## src/rtl/csel_a32_if.sv

```systemverilog
`default_nettype none
// ============================================================================
// Module  : csel_a32_if
// Purpose : Operand/result bundle for the csel_a32 carry-select adder.
// Rev     : 1.0  initial release
// ============================================================================
interface csel_a32_if;
  logic [31:0] a;
  logic [31:0] b;
  logic [31:0] sum;
  logic        cout;

  modport master (output a, b, input sum, cout);
  modport slave  (input a, b, output sum, cout);
endinterface
`default_nettype wire

```

## src/rtl/csel_a32.sv

```systemverilog
`default_nettype none
// ============================================================================
// Module  : csel_a32
// Purpose : 32-bit unsigned carry-select adder with one cycle of registered latency.
// Rev     : 1.0  initial release
// ============================================================================
module csel_a32 #(
  parameter int BLK_W = 4
) (
  input  wire         clk,
  input  wire         rst_n,
  csel_a32_if.slave   bus_if
);

  localparam int NBLK = 32 / BLK_W;

  logic [31:0]   sum_d;
  logic [31:0]   sum_q;
  logic          cout_d;
  logic          cout_q;
  logic [NBLK:1] w_c;

  // Returns {carry_out, sum} of a BLK_W-bit ripple add.
  function automatic logic [BLK_W:0] ripple(input logic [BLK_W-1:0] x,
                                            input logic [BLK_W-1:0] y,
                                            input logic             cin);
    logic             c;
    logic [BLK_W-1:0] s;
    c = cin;
    s = '0;
    for (int i = 0; i < BLK_W; i++) begin
      s[i] = x[i] ^ y[i] ^ c;
      c    = (x[i] & y[i]) | (c & (x[i] ^ y[i]));
    end
    return {c, s};
  endfunction

  for (genvar k = 0; k < NBLK; k++) begin : g_blk
    if (k == 0) begin : g_rca
      logic [BLK_W:0] w_r;
      assign w_r                = ripple(bus_if.a[BLK_W-1:0], bus_if.b[BLK_W-1:0], 1'b0);
      assign sum_d[BLK_W-1:0]   = w_r[BLK_W-1:0];
      assign w_c[1]             = w_r[BLK_W];
    end else begin : g_sel
      logic [BLK_W:0] w_r0;
      logic [BLK_W:0] w_r1;
      assign w_r0 = ripple(bus_if.a[k*BLK_W +: BLK_W], bus_if.b[k*BLK_W +: BLK_W], 1'b0);
      assign w_r1 = ripple(bus_if.a[k*BLK_W +: BLK_W], bus_if.b[k*BLK_W +: BLK_W], 1'b1);
      // Incoming block carry picks the precomputed result, so the chain is one mux per block.
      assign {w_c[k+1], sum_d[k*BLK_W +: BLK_W]} = w_c[k] ? w_r1 : w_r0;
    end
  end

  assign cout_d = w_c[NBLK];

  always_ff @(posedge clk or negedge rst_n) begin
    if (!rst_n) begin
      sum_q  <= '0;
      cout_q <= 1'b0;
    end else begin
      sum_q  <= sum_d;
      cout_q <= cout_d;
    end
  end

  assign bus_if.sum  = sum_q;
  assign bus_if.cout = cout_q;

endmodule
`default_nettype wire

```

## src/flat_wrapper.sv

```systemverilog
// flat-port wrapper written by rule: the top's interface ports become plain ports
module csel_a32_flat 
#(
  parameter int BLK_W = 4
)
  (clk, rst_n, bus_if_a, bus_if_b, bus_if_sum, bus_if_cout);
  csel_a32_if bus_if_i ();
  input  wire clk;
  input  wire rst_n;
  input wire logic [$bits(bus_if_i.a)-1:0] bus_if_a;
  input wire logic [$bits(bus_if_i.b)-1:0] bus_if_b;
  output wire logic [$bits(bus_if_i.sum)-1:0] bus_if_sum;
  output wire logic [$bits(bus_if_i.cout)-1:0] bus_if_cout;
  assign bus_if_i.a = bus_if_a;
  assign bus_if_i.b = bus_if_b;
  assign bus_if_sum = bus_if_i.sum;
  assign bus_if_cout = bus_if_i.cout;
  csel_a32 #(.BLK_W(BLK_W)) u_core (.clk(clk), .rst_n(rst_n), .bus_if(bus_if_i));
endmodule
```

## config.mk

```make
export PLATFORM = sky130hd
export DESIGN_NAME = csel_a32_flat
export DESIGN_NICKNAME = d
export VERILOG_FILES = /design/src/rtl/csel_a32_if.sv /design/src/rtl/csel_a32.sv /design/src/flat_wrapper.sv
export SDC_FILE = /design/constraint.sdc
export NUM_CORES = 1
export LEC_CHECK = 0
export CAP_MARGIN = 15
export CORE_ASPECT_RATIO = 1.5
export CORE_MARGIN = 4
export CORE_UTILIZATION = 60
export CTS_BUF_LIST = sky130_fd_sc_hd__clkbuf_2 sky130_fd_sc_hd__clkbuf_4 sky130_fd_sc_hd__clkbuf_8
export CTS_CLUSTER_SIZE = 14
export DETAILED_ROUTE_END_ITERATION = 12
export DONT_BUFFER_PORTS = 1
export PLACE_DENSITY_LB_ADDON = 0.1
export SYNTH_ARGS = -nofsm -noshare
export SYNTH_HDL_FRONTEND = slang
export SYNTH_SLANG_ARGS = --single-unit
```

## constraint.sdc

```tcl
create_clock -name clk -period 0.8 [get_ports clk]
set_input_delay 0.16 -clock clk [delete_from_list [all_inputs] [get_ports clk]]
set_output_delay 0.16 -clock clk [all_outputs]
set_load 0.1 [all_outputs]
```

==> metrics.yaml <==
grt_pass1_wl_um: 5070
area_delta_synth_final_pct: 28.2
arrival_ns: 9.77
worst_pin_slew_ns: 0.301
critPathKind: "primary input to flip-flop"
die_h_um: 74.7
ant_nets: 0
rsz0062_at_grt: "true"
hold_violations: 33
slew_headroom_pct: 80.0
setup_viol: 64
synthDistinctLibCells: 11
grt_max_degree: 34
p_sw_uw: 3600
cts_root_buf: "clkbuf_8"
crit_slowest_cell: "fa_2"
fill_cells: 177
power_density_nw_per_um2: 3060
violations: "negative hold slack, negative setup slack"
max-cap-violations: 0
numPortBuffers: 0
ys_seq_area_share_pct: 46.3
switching_share_pct: 51.5
track_usage_pct: 18.7
via_per_inst: 4.96
dr.pass1.iters: 2
grt_pass1_vias: 1127
crit_fanout: 3
clock-sinks: 33
synth_top_family_by_area: "adder cells"
status: "finished, violations left"
placed_cells: 177
critPathBufInv: 5
max_stage_delay_ns: 0.42
max_clock_freq_ghz: 0.105
synth.largest_area_cell: "dfrtp_1"
p_int_uw: 3390
synth_compound_area_share_pct: 1.12
fp.coreArea_um2: 2880
power_frac_clock_pct: 18.1
hpwl_um: 2780
crit_top_cell: "fa_2"
antenna_cells: 0
initial_core_util_pct: 61.8
synthMuxAreaShare_pct: 1.69
dieWidth_um: 52.5
yosys.area.top_type_share_pct: 46.3
synth_seq_cells: 33
synthTopCellsByArea: "dfrtp_1, fa_1, ha_1, inv_1, xnor2_1"
numCtsBuffers: 5
postCtsHoldBufs: 1
synth_simple_gate_area_share_pct: 0.843
fin_crit_ns: 9.55
p_comb_share_pct: 12.8
power_frac_seq_pct: 69.1
power.static_leakage_uw: 0.00102
ys_warn_count: 0
final_cells: 194
std_cell_rows: 24
finalWeightedCongestion: 0.628
endpoint_kind: "flip-flop"
layout_common_cells: "inv_1, dfrtp_4, fa_2, ha_1, inv_2"
cts.reportedPaths.clkPinSlew_ns: 0.06
timing.final.crit_share_pct: 1190
h-tree-depth: 2
hold_slack_ns: -0.431
io_pins: 99
syn-num-nets: 238
final_nets: 259
avgSynthCellArea_um2: 13.4
drive_gt1_share_pct: 63.2
vias: 963
ir_drop_uv: 2160
antenna_found_initial: 0
die_area_um2: 3920
wl_per_cell_um: 17.0
finalMaxSlewViolations: 0
drc_errors: 0
setup_tns_ns: -146.99
crit_family: "adder cells"
critPathLaunchType: "primary input"
setup_slack_ns: -8.75
drt_iter0_drc: 14
synth_adder_area_share_pct: 37.5
cts_tree: "done"
synthesis.area_um2: 1780
required_ns: 1.02
clk_path_buf_depth: 2
hold_path.class: "primary input to asynchronous set/reset pin"
postSynthCellCount: 133
finalWirelength_um: 3300
overflow: 0
synth-xor-area-share_pct: 3.44
## metal layers
layer / track usage, % / wire [um] / up-vias
li1: - / - / 415
met3: 10.1 / 456 / 6
met1: 17.6 / 765 / 489
met5: 0 / 0 / -
met2: 33.1 / 2010 / 53
met4: 7.67 / 66 / 0
## final cells by class
type | instances | area, um^2 | share of cell area [%]
sequential | 33 | 946 | 41.4
clock buffer | 8 | 91.3 | 4.00
timing repair buffer | 14 | 135 | 5.91
inverter | 43 | 161 | 7.06
tap | 39 | 48.8 | 2.14
multi-input combinational | 57 | 902 | 39.5
## cells in the mapped netlist
library cell / n
nor2_1: 2
mux2i_1: 3
o21ai_0: 2
inv_1: 43
ha_1: 15
xnor2_1: 4
fa_1: 24
nand2_1: 2
xor2_1: 3
a21oi_1: 2
dfrtp_1: 33
## cell families after synthesis
kind of cell / count (synthesis)
DFF: 33
AOI/OAI and AO/OA: 4
buffers and inverters: 43
xor gates and xnor gates: 7
adders and majority gates: 39
and+or+nand+nor: 4
muxes: 3
## stage by stage
stage / setup WS (ns) / util [%] / cell area [um^2] / power (uW)
floorplan: -8.77 / - / 1980 / 5370
global placement: -8.95 / 72.0 / 2080 / 5560
detailed placement: -9.20 / 72.0 / 2080 / 5660
CTS: -8.78 / 77.5 / 2230 / 7000
global route: -9.08 / 79.3 / 2280 / 7260
finish: -8.75 / 79.3 / 2280 / 6990
## sequential cells by signal (all words and copies together) (netlist names)
signal,cells
u_core.bus_if.cout,1
u_core.bus_if.sum,32
## worst max path at each step
stage | start | end | slack (ns) | cells past startpoint
after global placement | bus_if_b[0] | u_core.bus_if.sum[31]$_DFF_PN0_ | -8.95 | 40
after floorplan | bus_if_b[0] | u_core.bus_if.sum[31]$_DFF_PN0_ | -8.77 | 40
after CTS | bus_if_b[0] | u_core.bus_if.sum[31]$_DFF_PN0_ | -8.78 | 40
after global routing | bus_if_b[0] | u_core.bus_if.sum[31]$_DFF_PN0_ | -9.08 | 40
final | bus_if_b[0] | u_core.bus_if.sum[31]$_DFF_PN0_ | -8.75 | 40
after detailed placement | bus_if_b[0] | u_core.bus_if.sum[31]$_DFF_PN0_ | -9.20 | 40
## power groups by stage
stage / Clock [uW] / Combinational [uW] / Sequential (uW)
after floorplan: 0 / 471 / 4900
after global placement: 0 / 679 / 4880
after detailed placement: 0 / 770 / 4880
after CTS: 1310 / 844 / 4850
after global routing: 1370 / 1020 / 4870
final: 1260 / 894 / 4840
## what timing repair did
item                       CTS  global route
buffers inserted             3             5
pin swaps                   12            15
setup endpoints to repair   64            64
resized for setup           13             7
hold endpoints to repair    34            33
(Power assumes the default switching activity.)
